**src/rtl/fetch_queue_if.sv**
```systemverilog
// fetch_queue_if: bus bundle between the fetch stage and its neighbours.
//   D, W          program counter width / machine word width
//   imem_addr     fetch PC presented to the instruction memory
//   imem_rd       read strobe; imem_data returns the word one cycle later
//   imem_data     returned machine word
//   br_taken      redirect pulse from execute, br_target is the new PC
//   halt          stop fetching (program done)
//   instr         head-of-queue word, instr_pc its PC, instr_valid head valid
//   instr_ready   decode accepts the head word
//   halted        fetch stage has fully drained and stopped
// modport master: the fetch stage side; modport slave: memory/decode/execute side.
interface fetch_queue_if #(
    parameter int D = 10,
    parameter int W = 9
);
    logic [D-1:0] imem_addr;
    logic         imem_rd;
    logic [W-1:0] imem_data;
    logic         br_taken;
    logic [D-1:0] br_target;
    logic         halt;
    logic [W-1:0] instr;
    logic [D-1:0] instr_pc;
    logic         instr_valid;
    logic         instr_ready;
    logic         halted;

    modport master (
        output imem_addr, imem_rd, instr, instr_pc, instr_valid, halted,
        input  imem_data, br_taken, br_target, halt, instr_ready
    );

    modport slave (
        input  imem_addr, imem_rd, instr, instr_pc, instr_valid, halted,
        output imem_data, br_taken, br_target, halt, instr_ready
    );
endinterface

```
**src/rtl/fetch_queue.sv**
```systemverilog
// fetch_queue: instruction fetch stage between the PC/instruction-ROM pair and decode.
// Owns the PC, issues reads to a 1-cycle synchronous instruction memory, buffers the
// returned words with their PCs in a small FIFO and hands them to decode over a
// valid/ready handshake. A branch redirect flushes buffered and in-flight words.
// Ports:
//   clk    clock, all state on posedge
//   reset  synchronous, active-high
//   bus    fetch_queue_if.master (imem request/response, branch, halt, decode handshake)
//   perf_fetch_cnt / perf_flush_cnt  saturating 16-bit counters of popped words and
//                                    accepted redirects, present only when the
//                                    FETCH_PERF_EN macro is defined.
module fetch_queue #(
    parameter int D     = 10,
    parameter int W     = 9,
    parameter int DEPTH = 4
) (
    input logic          clk,
    input logic          reset,
    fetch_queue_if.master bus
`ifdef FETCH_PERF_EN
    ,
    output logic [15:0]  perf_fetch_cnt,
    output logic [15:0]  perf_flush_cnt
`endif
);
    localparam int PW = $clog2(DEPTH);
    localparam int CW = PW + 1;

    typedef enum logic [1:0] {
        RUN    = 2'd0,
        DRAIN  = 2'd1,
        HALTED = 2'd2
    } state_t;

    typedef struct packed {
        logic [D-1:0] pc;
        logic [W-1:0] word;
    } entry_t;

    typedef logic [CW:0] occ_t;

    state_t        state_q, state_d;
    logic [D-1:0]  pc_q, pc_d;
    logic          inflight_q, inflight_d;
    logic [D-1:0]  inflight_pc_q, inflight_pc_d;
    entry_t        mem_q [DEPTH];
    entry_t        mem_d [DEPTH];
    logic [PW-1:0] head_q, head_d;
    logic [PW-1:0] tail_q, tail_d;
    logic [CW-1:0] count_q, count_d;
    logic [CW-1:0] remain;
    logic [W-1:0]  instr_q, instr_d;
    logic [D-1:0]  instr_pc_q, instr_pc_d;

    logic          br_acc;
    logic          pop;
    logic          push;
    logic          issue;
    occ_t          occ;

    // Handshake and issue decisions for the current cycle. The occupancy sum counts
    // the in-flight slot and the pending push separately, so issue stops one word
    // early rather than risk a push into a full FIFO.
    always_comb begin
        br_acc = bus.br_taken && (state_q != HALTED);
        pop    = (count_q != '0) && bus.instr_ready;
        push   = inflight_q && !br_acc;
        occ    = occ_t'(count_q) + occ_t'(inflight_q) + occ_t'(push) - occ_t'(pop);
        issue  = !reset && (state_q == RUN) && !bus.halt && !br_acc
                 && (occ < occ_t'(DEPTH));
    end

    // Next-state logic for the PC, in-flight tag, FIFO and the registered head word.
    always_comb begin
        state_d       = state_q;
        pc_d          = pc_q;
        inflight_d    = issue;
        inflight_pc_d = issue ? pc_q : inflight_pc_q;
        mem_d         = mem_q;
        head_d        = head_q;
        tail_d        = tail_q;
        count_d       = count_q + CW'(push) - CW'(pop);
        instr_d       = instr_q;
        instr_pc_d    = instr_pc_q;
        remain        = count_q - CW'(pop);

        if (push) begin
            mem_d[tail_q] = '{pc: inflight_pc_q, word: bus.imem_data};
            tail_d        = tail_q + PW'(1);
        end
        if (pop) begin
            head_d = head_q + PW'(1);
        end

        // The head word is kept in its own register so it holds its last value once
        // the queue empties; when the queue was about to empty, the new head is the
        // word being pushed this cycle.
        if (!br_acc && (count_d != '0)) begin
            if (remain != '0) begin
                instr_d    = mem_q[head_d].word;
                instr_pc_d = mem_q[head_d].pc;
            end else begin
                instr_d    = bus.imem_data;
                instr_pc_d = inflight_pc_q;
            end
        end

        // A redirect lets this cycle's pop complete, then empties the queue, squashes
        // the returning word and restarts fetch from the target.
        if (br_acc) begin
            pc_d    = bus.br_target;
            head_d  = '0;
            tail_d  = '0;
            count_d = '0;
        end else if (issue) begin
            pc_d = pc_q + D'(1);
        end

        case (state_q)
            RUN:     if (bus.halt) state_d = DRAIN;
            DRAIN:   if ((count_q == '0) && !inflight_q) state_d = HALTED;
            HALTED:  state_d = HALTED;
            default: state_d = RUN;
        endcase
    end

    always_ff @(posedge clk) begin
        if (reset) begin
            state_q       <= RUN;
            pc_q          <= '0;
            inflight_q    <= 1'b0;
            inflight_pc_q <= '0;
            head_q        <= '0;
            tail_q        <= '0;
            count_q       <= '0;
            instr_q       <= '0;
            instr_pc_q    <= '0;
        end else begin
            state_q       <= state_d;
            pc_q          <= pc_d;
            inflight_q    <= inflight_d;
            inflight_pc_q <= inflight_pc_d;
            head_q        <= head_d;
            tail_q        <= tail_d;
            count_q       <= count_d;
            instr_q       <= instr_d;
            instr_pc_q    <= instr_pc_d;
        end
    end

    // Storage needs no reset: entries are only read after being written.
    always_ff @(posedge clk) begin
        mem_q <= mem_d;
    end

    assign bus.imem_rd     = issue;
    assign bus.imem_addr   = pc_q;
    assign bus.instr       = instr_q;
    assign bus.instr_pc    = instr_pc_q;
    assign bus.instr_valid = (count_q != '0);
    assign bus.halted      = (state_q == HALTED);

`ifdef FETCH_PERF_EN
    logic [15:0] perf_fetch_q, perf_fetch_d;
    logic [15:0] perf_flush_q, perf_flush_d;

    // Saturating event counters for popped words and accepted redirects.
    always_comb begin
        perf_fetch_d = perf_fetch_q;
        perf_flush_d = perf_flush_q;
        if (pop && (perf_fetch_q != 16'hFFFF)) perf_fetch_d = perf_fetch_q + 16'd1;
        if (br_acc && (perf_flush_q != 16'hFFFF)) perf_flush_d = perf_flush_q + 16'd1;
    end

    always_ff @(posedge clk) begin
        if (reset) begin
            perf_fetch_q <= '0;
            perf_flush_q <= '0;
        end else begin
            perf_fetch_q <= perf_fetch_d;
            perf_flush_q <= perf_flush_d;
        end
    end

    assign perf_fetch_cnt = perf_fetch_q;
    assign perf_flush_cnt = perf_flush_q;
`endif
endmodule
```
**src/flat_wrapper.sv**
```systemverilog
// flat-port wrapper written by rule: the top's interface ports become plain ports
module fetch_queue_flat 
#(
    parameter int D     = 10,
    parameter int W     = 9,
    parameter int DEPTH = 4
)
  (clk, reset, bus_imem_addr, bus_imem_rd, bus_instr, bus_instr_pc, bus_instr_valid, bus_halted, bus_imem_data, bus_br_taken, bus_br_target, bus_halt, bus_instr_ready);
  fetch_queue_if #(.D(D), .W(W)) bus_i ();
  input logic clk;
  input logic reset;
  output wire logic [$bits(bus_i.imem_addr)-1:0] bus_imem_addr;
  output wire logic [$bits(bus_i.imem_rd)-1:0] bus_imem_rd;
  output wire logic [$bits(bus_i.instr)-1:0] bus_instr;
  output wire logic [$bits(bus_i.instr_pc)-1:0] bus_instr_pc;
  output wire logic [$bits(bus_i.instr_valid)-1:0] bus_instr_valid;
  output wire logic [$bits(bus_i.halted)-1:0] bus_halted;
  input wire logic [$bits(bus_i.imem_data)-1:0] bus_imem_data;
  input wire logic [$bits(bus_i.br_taken)-1:0] bus_br_taken;
  input wire logic [$bits(bus_i.br_target)-1:0] bus_br_target;
  input wire logic [$bits(bus_i.halt)-1:0] bus_halt;
  input wire logic [$bits(bus_i.instr_ready)-1:0] bus_instr_ready;
  assign bus_imem_addr = bus_i.imem_addr;
  assign bus_imem_rd = bus_i.imem_rd;
  assign bus_instr = bus_i.instr;
  assign bus_instr_pc = bus_i.instr_pc;
  assign bus_instr_valid = bus_i.instr_valid;
  assign bus_halted = bus_i.halted;
  assign bus_i.imem_data = bus_imem_data;
  assign bus_i.br_taken = bus_br_taken;
  assign bus_i.br_target = bus_br_target;
  assign bus_i.halt = bus_halt;
  assign bus_i.instr_ready = bus_instr_ready;
  fetch_queue #(.D(D), .W(W), .DEPTH(DEPTH)) u_core (.clk(clk), .reset(reset), .bus(bus_i));
endmodule
```
**config.mk**
```make
export PLATFORM = sky130hd
export DESIGN_NAME = fetch_queue_flat
export DESIGN_NICKNAME = d
export VERILOG_FILES = /design/src/rtl/fetch_queue_if.sv /design/src/rtl/fetch_queue.sv /design/src/flat_wrapper.sv
export SDC_FILE = /design/constraint.sdc
export NUM_CORES = 1
export LEC_CHECK = 0
export BUFFER_PORTS_ARGS = -buffer_cell sky130_fd_sc_hd__buf_4
export CAP_MARGIN = 20
export CELL_PAD_IN_SITES_DETAIL_PLACEMENT = 0
export CELL_PAD_IN_SITES_GLOBAL_PLACEMENT = 1
export CORE_MARGIN = 2
export CORE_UTILIZATION = 25
export DETAILED_ROUTE_END_ITERATION = 7
export PLACE_DENSITY_LB_ADDON = 0.25
export SYNTH_ARGS = -nofsm -noshare
export SYNTH_HDL_FRONTEND = slang
export SYNTH_SLANG_ARGS = --single-unit
```
**constraint.sdc**
```tcl
create_clock -name clk -period 3.45 [get_ports clk]
set_input_delay 0.1725 -clock clk [delete_from_list [all_inputs] [get_ports clk]]
set_output_delay 0.1725 -clock clk [all_outputs]
set_load 0.03 [all_outputs]
```
==> reports/qor.tcl <==
set qor(path_max_fanout) 11
set qor(first_pass_iters) 4
set qor(rsz0062_at_grt) {false}
set qor(crit_required_ps) 3280
set qor(max-cap-violations) 0
set qor(pin_count) 56
set qor(detailed_place_hpwl_um) 7985
set qor(core_area_um2) 20430
set qor(status) {complete, no violations}
set qor(first_global_vias) 3659
set qor(criticalPathCategory) {reg -> out}
set qor(layout.core_utilization_pct) 32.62
set qor(synth_top_family_by_area) {compound AO/OA/AOI/OAI gates}
set qor(clkLatencyLatePin_ps) 410
set qor(avgViaCountPerCell) 4.577
set qor(netlist.top_cell.by_area) {edfxtp_1}
set qor(critPathLaunchType) {register}
set qor(groute.layer.met3.usage_pct) 3.150
set qor(critical_path.reg2reg.endpoint) {u_core.bus.instr_pc[2]}
set qor(synth-seq-area-share_pct) 62.27
set qor(use_met1_pct) 16.77
set qor(use_met2_pct) 19.40
set qor(hold_violations) 0
set qor(largest_net_degree_at_the_start_of_global_routing) 44
set qor(complex_gate_fraction_of_the_synthesized_area_pct) 11.22
set qor(fin_nets) 526
set qor(route.vias.total) 3515
set qor(reg2reg_slack_ps) 310
set qor(power.leakage_nw) 2.479
set qor(worst_hold_startpoint) {bus_br_target[6]}
set qor(adder_cell_share_of_the_synthesized_area_pct) 3.964
set qor(fin_setup_tns_ps) 0
set qor(warnings_from_yosys) 0
set qor(synthXorXnorAreaFrac_pct) 2.674
set qor(fin_max_slew_vios) 0
set qor(fp.dieH_um) 148.8
set qor(skew_ps) 7.868
set qor(synth_enable_flop_cells) 76
set qor(ff_latch_area_um2) 3263
set qor(drive_above_1_share_pct) 21.89
set qor(area.growth.synth_to_final_pct) 27.20
set qor(critical_path.endpoint_type) {output pin}
set qor(synth-async-reset-ratio_pct) 0
set qor(reg2reg_from) {u_core.state_q[0]}
set qor(place_congestion) 0.6981
set qor(fin_hold_ws_ps) 59.24
set qor(cts_max_level) 4
set qor(route.detailed.wl_per_inst_um) 16.76
set qor(postRouteAntennaNets) 0
set qor(timing.final.crit_period_ps) 3284
set qor(floorplan.initialDensity_pct) 25.65
set qor(ys_ff_latch) 125
set qor(post-place-ws_ps) 306.6
set qor(wl_final_um) 12870
set qor(die_footprint_um2) 22130
set qor(syn-num-nets) 455
set qor(fmax_mhz) 304.5
set qor(die_x_um) 148.8
set qor(initial_antenna_violation_count) 0
set qor(mostFrequentLayoutCells) {edfxtp_1, buf_4, nand2_1, dfxtp_1, mux2i_1}
set qor(synth_ff_type) {edfxtp_1}
set qor(multi_input_area_um2) 1827
set qor(cts.sink_count) 125
set qor(netlist.area_leader.share_pct) 43.55
set qor(post_synth_instance_area_um2) 5240
set qor(fin_ws_ps) 166.3
set qor(rows) 52
set qor(drc_errors) 0
set qor(logic_depth_of_the_worst_register_to_register_path) 10
set qor(synthDistinctLibCells) 41
set qor(port-buffer-count) 55
set qor(cts_setup_buffers) 0
set qor(hold_class) {in -> reg}
set qor(mostFrequentLayoutCell) {edfxtp_1}
set qor(yosys.area_share.simple_pct) 10.63
set qor(power_density_nw_per_um2) 732.0
set qor(setup_violating_endpoint_count_in_the_final_report) 0
set qor(grt_most_used_layer) {met2}
set qor(antenna_cells_inserted) 0
set qor(cts-root-to-sink-buffers) 2
set qor(netlist_instances) 415
set qor(cts_bufs_inserted) 17
set qor(grtUsageTotal_pct) 12.34
set qor(timing.hold.worst_path_depth) 3
set qor(synth.top_cells.by_area) {edfxtp_1, dfxtp_1, mux2i_1}
set qor(period_share_pct) 95.18
set qor(post_synth_mux_area_share_pct) 5.922
set qor(total_power_mw) 4.879
set qor(grt_pass1_wl_um) 20500
set qor(worst_slew_pin_slew_ps) 897.4
set qor(tritoncts) {yes}
set qor(fillers) 2065
set qor(relSlewSlack_pct) 40.17
set qor(root_buffer) {clkbuf_16}
set qor(hold_end) {u_core.bus.imem_addr[6]}
set qor(globalRoute.totalOverflow) 0
set qor(vdd_drop_max_uv) 321.2
set qor(drt_first_iter_violations) 192
set qor(worstPathArrival_ps) 3110
set qor(synth.avg_cell_area_um2) 12.63
set qor(clock_transition_time_at_the_flip_flop_clock_pins_of_the_worst_setup_and_hold_paths_ps) 60
-- kinds of logic after synthesis --
kind of cell / Yosys count
AOI/OAI and AO/OA: 69
xor gates and xnor gates: 16
adders and majority gates: 16
buffers and inverters: 34
DFF: 125
muxes: 31
and+or+nand+nor: 124
-- metal layers --
| layer | part of all wire (%) | vias to the layer above | routed length [um] |
|---|---|---|---|
| li1 | - | 1695 | - |
| met1 | 47 | 1729 | 6067 |
| met2 | 47 | 84 | 6026 |
| met3 | 5.3 | 7 | 686 |
| met4 | 0.69 | 0 | 89 |
| met5 | 0 | - | 0 |
-- layout make-up --
type	instances	area share [%]
flip-flops and latches	125	48.96
multi-input cells	256	27.41
repair buffers	76	8.954
clock buffers	18	6.589
well taps	270	5.069
clock inverters	13	2.459
inverters	10	0.5632
-- timing repair --
item / CTS / global route
endpoints found under the setup margin: 0 / 1
resized for setup: 0 / 2
hold endpoints to repair: 36 / 0
hold buffers: 9 / 0
-- state kept, by name (all words and copies together) (netlist names) --
signal and cells:
u_core.state_q 2, u_core.bus.imem_addr 10, u_core.count_q 3, u_core.bus.instr 9, u_core.inflight_pc_q 10, u_core.bus.instr_pc 10, u_core.inflight_q 1, u_core.tail_q 2
u_core.mem_q 76, u_core.head_q 2
-- critical path, cell delays in order (launching register included) --
cell       delay [ps]
dfxtp_1           480
o31ai_2            90
or2_2             330
ha_1              230
or4b_4            540
o2bb2ai_4         220
a211oi_4          380
buf_6             230
buf_4             180
-- cells in the mapped netlist (7+ instances only) --
cell type,n
a211oi_1,13
a32o_1,19
o22ai_1,19
a21oi_1,7
mux2i_1,31
inv_1,10
xnor2_1,12
nand2_1,49
dfxtp_1,49
edfxtp_1,76
clkbuf_1,10
ha_1,15
nor3_1,19
nor2_1,30
-- worst max-delay path by stage --
| stage | start | end | cells after the start | slack (ps) |
|---|---|---|---|---|
| after global placement | u_core.state_q[0] | u_core.bus.instr[1] | 10 | 410 |
| after detailed placement | u_core.state_q[0] | u_core.bus.instr_pc[2] | 10 | 310 |
| final | u_core.count_q[2] | bus_imem_rd | 8 | 170 |
| after CTS | u_core.count_q[2] | bus_imem_rd | 8 | 40 |
| after global routing | u_core.count_q[2] | bus_imem_rd | 8 | 50 |
| after floorplan | u_core.state_q[0] | u_core.bus.instr_pc[1] | 15 | 110 |
-- where the power goes --
part	leakage [nW]	internal, mW	total (mW)	switching, mW
clock network	0.293	1.16	1.82	0.659
logic	1.10	0.455	1.18	0.725
registers	1.09	1.74	1.88	0.140
-- stage by stage --
step	area [um2]	instances
floorplan	5240	415
global placement	5967	728
detailed placement	5967	728
CTS	6660	768
global route	6665	768
finish	6665	768
Power figures use the tool's default switching activity.
